==> src/rtl/mips_pkg.sv <==
// Shared definitions for the MIPS fetch front end.
//   INSTR_W      : instruction / address width
//   RESET_PC_DEF : value the external PC register takes on reset
//   EXC_VEC_DEF  : exception entry address
//   fetch_state_t: fetch sequencer state encoding
package mips_pkg;

  localparam int INSTR_W = 32;

  localparam logic [INSTR_W-1:0] RESET_PC_DEF = 32'h0000_3000;
  localparam logic [INSTR_W-1:0] EXC_VEC_DEF  = 32'h0000_4180;

  typedef enum logic [1:0] {
    BOOT = 2'd0,
    REQ  = 2'd1,
    FULL = 2'd2
  } fetch_state_t;

endpackage

==> src/rtl/fetch_skid.sv <==
// One-entry holding buffer for a fetched instruction and its address.
// Ports:
//   clk, reset (async, active-low)
//   load    : capture d_instr/d_pc at the edge
//   clear   : zero the contents (wins over load)
//   d_instr, d_pc : word and address to capture
//   q_instr, q_pc : buffered word and address
module fetch_skid
  import mips_pkg::*;
(
  input  logic               clk,
  input  logic               reset,
  input  logic               load,
  input  logic               clear,
  input  logic [INSTR_W-1:0] d_instr,
  input  logic [INSTR_W-1:0] d_pc,
  output logic [INSTR_W-1:0] q_instr,
  output logic [INSTR_W-1:0] q_pc
);

  always_ff @(posedge clk or negedge reset) begin
    if (!reset) begin
      q_instr <= '0;
      q_pc    <= '0;
    end else if (clear) begin
      q_instr <= '0;
      q_pc    <= '0;
    end else if (load) begin
      q_instr <= d_instr;
      q_pc    <= d_pc;
    end
  end

endmodule

==> src/rtl/fetch_sequencer.sv <==
// Instruction fetch control: drives the external PC register (pc_en/npc),
// handshakes with instruction memory, and feeds the IF/ID stage. Branches
// use delay-slot semantics; exceptions vector to EXC_VEC; a one-entry skid
// buffer absorbs a word returned while IF/ID is stalled.
// Ports:
//   clk, reset (async, active-low)
//   pc                  : current PC register value (reset externally)
//   pc_en, npc          : PC load pulse and next value
//   imem_req            : fetch request at address pc
//   imem_ack, imem_rdata: same-cycle accept and instruction word
//   stall               : IF/ID cannot accept this cycle
//   redirect_valid/target : taken branch/jump from ID
//   exc_valid           : exception pulse
//   if_valid, if_instr, if_pc : instruction presented to IF/ID
//
// state | meaning
// BOOT  | first cycle after reset, no request
// REQ   | request outstanding, waiting for imem_ack
// FULL  | word parked in skid buffer, waiting for stall to drop
module fetch_sequencer
  import mips_pkg::*;
#(
  parameter logic [INSTR_W-1:0] EXC_VEC = EXC_VEC_DEF
) (
  input  logic               clk,
  input  logic               reset,
  input  logic [INSTR_W-1:0] pc,
  output logic               pc_en,
  output logic [INSTR_W-1:0] npc,
  output logic               imem_req,
  input  logic               imem_ack,
  input  logic [INSTR_W-1:0] imem_rdata,
  input  logic               stall,
  input  logic               redirect_valid,
  input  logic [INSTR_W-1:0] redirect_target,
  input  logic               exc_valid,
  output logic               if_valid,
  output logic [INSTR_W-1:0] if_instr,
  output logic [INSTR_W-1:0] if_pc
);

  fetch_state_t state, state_nxt;

  logic               pend_redir, pend_redir_nxt;
  logic               pend_exc, pend_exc_nxt;
  logic [INSTR_W-1:0] tgt, tgt_nxt;
  logic               if_valid_nxt;
  logic [INSTR_W-1:0] if_instr_nxt, if_pc_nxt;

  logic               adv;
  logic               skid_load, skid_clear;
  logic [INSTR_W-1:0] skid_instr, skid_pc;
  logic [INSTR_W-1:0] npc_raw;

  fetch_skid u_skid (
    .clk     (clk),
    .reset   (reset),
    .load    (skid_load),
    .clear   (skid_clear),
    .d_instr (imem_rdata),
    .d_pc    (pc),
    .q_instr (skid_instr),
    .q_pc    (skid_pc)
  );

  // A same-cycle exception also selects the vector, since it advances at once
  // from BOOT/FULL/REQ+ack.
  always_comb begin
    if (pend_exc || exc_valid)  npc_raw = EXC_VEC;
    else if (redirect_valid)    npc_raw = redirect_target;
    else if (pend_redir)        npc_raw = tgt;
    else                        npc_raw = pc + 32'd4;
  end

  assign npc      = npc_raw & 32'hFFFF_FFFC;
  assign pc_en    = adv & reset;
  assign imem_req = (state == REQ) & reset;

  always_comb begin
    state_nxt      = state;
    adv            = 1'b0;
    skid_load      = 1'b0;
    skid_clear     = 1'b0;
    if_valid_nxt   = if_valid;
    if_instr_nxt   = if_instr;
    if_pc_nxt      = if_pc;
    pend_exc_nxt   = pend_exc;
    pend_redir_nxt = pend_redir | redirect_valid;
    tgt_nxt        = redirect_valid ? redirect_target : tgt;

    if (exc_valid) begin
      pend_redir_nxt = 1'b0;
      skid_clear     = 1'b0 | 1'b1;
      if_valid_nxt   = 1'b0;
      // Request already raised cannot be retracted: wait for its ack.
      if (state == REQ && !imem_ack) begin
        pend_exc_nxt = 1'b1;
      end else begin
        adv          = 1'b1;
        pend_exc_nxt = 1'b0;
        state_nxt    = REQ;
      end
    end else begin
      case (state)
        BOOT: state_nxt = REQ;
        REQ: begin
          if (imem_ack) begin
            if (pend_exc) begin
              // Word fetched from the pre-exception stream is dropped.
              adv          = 1'b1;
              pend_exc_nxt = 1'b0;
              if_valid_nxt = 1'b0;
            end else if (!stall) begin
              adv          = 1'b1;
              if_valid_nxt = 1'b1;
              if_instr_nxt = imem_rdata;
              if_pc_nxt    = pc;
            end else begin
              skid_load = 1'b1;
              state_nxt = FULL;
            end
          end else if (!stall) begin
            if_valid_nxt = 1'b0;
          end
        end
        FULL: begin
          if (!stall) begin
            adv          = 1'b1;
            if_valid_nxt = 1'b1;
            if_instr_nxt = skid_instr;
            if_pc_nxt    = skid_pc;
            state_nxt    = REQ;
          end
        end
        default: state_nxt = BOOT;
      endcase
    end

    // Any advance consumes the pending (or coincident) redirect.
    if (adv) pend_redir_nxt = 1'b0;
  end

  always_ff @(posedge clk or negedge reset) begin
    if (!reset) begin
      state      <= BOOT;
      pend_redir <= 1'b0;
      pend_exc   <= 1'b0;
      tgt        <= '0;
      if_valid   <= 1'b0;
      if_instr   <= '0;
      if_pc      <= '0;
    end else begin
      state      <= state_nxt;
      pend_redir <= pend_redir_nxt;
      pend_exc   <= pend_exc_nxt;
      tgt        <= tgt_nxt;
      if_valid   <= if_valid_nxt;
      if_instr   <= if_instr_nxt;
      if_pc      <= if_pc_nxt;
    end
  end

endmodule
==> config.mk <==
export PLATFORM = sky130hd
export DESIGN_NAME = fetch_sequencer
export DESIGN_NICKNAME = d
export VERILOG_FILES = /design/src/rtl/mips_pkg.sv /design/src/rtl/fetch_skid.sv /design/src/rtl/fetch_sequencer.sv
export SDC_FILE = /design/constraint.sdc
export NUM_CORES = 1
export LEC_CHECK = 0
export ABC_AREA = 1
export CORE_ASPECT_RATIO = 0.75
export CORE_MARGIN = 1
export CORE_UTILIZATION = 45
export CTS_CLUSTER_SIZE = 24
export DETAILED_ROUTE_END_ITERATION = 8
export PLACE_DENSITY = 0.73
export SLEW_MARGIN = 25
export SYNTH_ARGS = -nofsm -noshare
export SYNTH_HDL_FRONTEND = slang
export SYNTH_SLANG_ARGS = --single-unit
==> constraint.sdc <==
create_clock -name clk -period 3.05 [get_ports clk]
set_clock_uncertainty 0.2 [all_clocks]
set_input_delay 0.305 -clock clk [delete_from_list [all_inputs] [get_ports clk]]
set_output_delay 0.305 -clock clk [all_outputs]
set_load 0.03 [all_outputs]
==> impl_results.md <==
* Outcome: completed
* CTS tree: done
* EDFF count, synth at 0
* Register area share after synthesis at 48.0%
* Relative slew slack at 41.8%
* Cell-internal power at 5.50 mW
* Fmax at 338 MHz
* Post-Synthesis Cells at 1104
* DR WL/cell at 15.9 um
* Fin crit period at 2.96 ns
* Worst min-delay path class: input pin to register
* Pwr Density at 830 nW/um^2
* DRC violations left at 0
* Critical Path, Cell by Cell: clkdlybuf4s50_1 > ha_1 > nand3_2 > nor2_4 > xor2_1 > o21ai_0 > nand3_1 > clkdlybuf4s50_1
* Final hold viol count at 0
* Die footprint at 19500 um^2
* Grt total ovfl at 0
* Setup_tns at 0 ns
* Critical R2R Launch: state[1]
* Crit path largest cell delay at 0.67 ns
* Synth cell types at 35
* Initial antenna violation count at 0
* Die Span Y at 121 um
* Crit path max fanout at 4
* Layout area overhead at 33.0%
* Total Power at 9.39 mW
* Drt total wl at 24.6 mm
* Pin count of the biggest net entering global routing at 164
* PortBufs at 196
* Setup crit end kind: output pin
* Total track usage at 25.8%
* Antenna-violating nets left at 0
* Reg clk slew, reported paths at 0.07 ns
* Filler Cells Inserted at 1681
* I/O pin cnt at 201
* Clock Tree Root: clkbuf_16
* Clock latency on the worst-skew pair at 0.43 ns
* CTS Sinks at 163
* Unrepaired setup endpoints after global routing: false
* Worst EP arrival at 2.45 ns
* First-pass GRT wire length at 38.9 mm
* Vias in the first global route at 7534
* Nets@finish at 1396
* Setup crit start: pc[3]
* Final period util at 97.0%
* Ys Warns at 0
* Commonest non-fill, non-tap cells in the layout: nand2_1 (286), clkdlybuf4s50_1 (165), dfrtp_1 (163)
* Ys async rst share at 100%
* VDD IR max at 0.406 mV
* First-pass DRT Iterations at 7
* Via density at 5.20
* H-tree depth at 4
* Initial Utilization at 45.9%
* Most Frequent Cell on Critical Path: clkdlybuf4s50_1
* Max-slew violation count at 0
* RD Place Congestion at 0.945
* Utilization after layout at 61.1%
* Clock power frac at 22.6%
* Mapped cell area at 8500 um^2
* CTS max path bufs at 2
* Top_reg_cell synth: dfrtp_1
* NetSw at 3.88 mW
* DP HPWL at 16.7 mm
* Flops & latches, synth at 163
* # rows at 43
* LEAKAGE at 5.08 nW
* Tightest hold margin at 0.171 ns
* ANT cells at 0
* Startpoint Class: input pin
* Die Width at 161 um
* Worst slew pin tran at 0.873 ns
* Avg Inst Size Synth at 7.70 um^2
* Critical Path RT at 2.54 ns
* Seq pwr share at 33.0%
* Setup bufs post-CTS at 0
* Total core area at 18500 um^2
* Max-cap violations at 0
* Via count at 8053
* First-iteration detailed-routing DRC count at 636
* CP Class: input pin to output pin
* Most common cell after layout, fill and taps aside: nand2_1
* Combinational power share at 44.5%
* Hold Path Origin: redirect_valid
* Total CTS buffers at 17
* Slowest CP cell: clkdlybuf4s50_1
* Final setup vio count at 0
* Share of layout cells above drive strength 1 at 11.8%
* Sw Ratio at 41.4%
[sequential cells by signal, summed over array words and instances (netlist names)]
name and flops:
if_instr 32, if_pc 32, u_skid.q_instr 32, u_skid.q_pc 32, tgt 30, state 2
if_valid 1, pend_exc 1, pend_redir 1
[cells by family after synthesis]
logic type | count (synthesis) | share of synthesized area [%]
simple gates | 485 | 24.4
xor+xnor | 4 | 0.412
compound gates | 246 | 16.5
buf+inv | 200 | 9.88
other cells | 1 | 0.0441
fa+ha+maj | 5 | 0.736
flops | 163 | 48.0
[worst max-delay path, delay by kind of cell]
kind,cells,cell delay (ns)
fa+ha+maj,1,0.24
xor+xnor,1,0.17
buf+inv,2,1.23
simple gates,3,0.42
compound gates,1,0.09
[cell type report]
type	instances	area [um^2]	area share (%)
clock inverter	14	144	1.27
sequential	163	4080	36.1
clock buffer	18	429	3.80
inverter	133	499	4.41
multi-input combinational	742	3600	31.9
tap	247	309	2.73
timing repair buffer	232	2250	19.9
[per-layer routing]
metal  global-route usage, %  part of all wire, %
met5                       0                    0
met4                    6.60                  1.4
met3                    5.74                  6.5
met2                    39.6                   45
met1                    37.0                   47
[path summary, 6_finish.rpt]
kind / to / slack, ns / depth (start not counted)
worst max register to register: if_instr[15] / 0.88 / 10
worst min register to register: tgt[12] / 0.28 / 2
worst max-delay path: npc[14] / 0.09 / 8
min in group asynchronous: if_instr[13] / 0.46 / 3
max in group asynchronous: if_pc[21] / 1.58 / 3
worst min-delay path: tgt[2] / 0.17 / 2
[synth_stat cells (2+ instances only)]
master | number | area share [%]
nand2_4 | 2 | 0.26
o31ai_1 | 2 | 0.18
dfrtp_1 | 163 | 48
inv_1 | 125 | 5.5
buf_2 | 20 | 1.2
nor2_2 | 14 | 1.0
nor2_1 | 92 | 4.1
nand3_2 | 4 | 0.47
ha_1 | 5 | 0.74
buf_6 | 2 | 0.26
buf_4 | 13 | 1.1
nand3_1 | 66 | 3.9
xor2_1 | 4 | 0.41
nand2_2 | 8 | 0.59
nand2_1 | 286 | 13
o211ai_1 | 6 | 0.53
o21ai_0 | 72 | 4.2
a21oi_1 | 50 | 2.9
a31oi_1 | 65 | 4.8
nor3_1 | 4 | 0.24
inv_2 | 7 | 0.31
o21ai_1 | 18 | 1.1
clkbuf_1 | 32 | 1.4
o22ai_1 | 20 | 1.5
a21oi_2 | 8 | 0.82
nor2_4 | 7 | 0.93
[per-stage QoR]
| step | instances | area, um^2 | setup WS, ns |
|---|---|---|---|
| after floorplan | 1105 | 8500 | 0.961 |
| after global placement | 1516 | 10700 | 0.101 |
| after detailed placement | 1516 | 10700 | 0.122 |
| after CTS | 1549 | 11300 | 0.100 |
| after global routing | 1549 | 11300 | 0.0170 |
| final | 1549 | 11300 | 0.0913 |
[timing repair]
action	4_1_cts	5_1_grt
hold endpoints to repair	163	0
setup endpoints to repair	0	0
resized for setup	0	0
hold buffers	1	0
[power groups by stage]
stage	Clock (mW)	Sequential (mW)	Combinational, mW
global route	2.25	3.17	4.51
global placement	0	3.11	4.13
floorplan	0	3.92	1.74
detailed placement	0	3.13	4.18
finish	2.12	3.09	4.17
CTS	2.15	3.10	4.20
No activity file was read; power rests on OpenSTA's default activity.
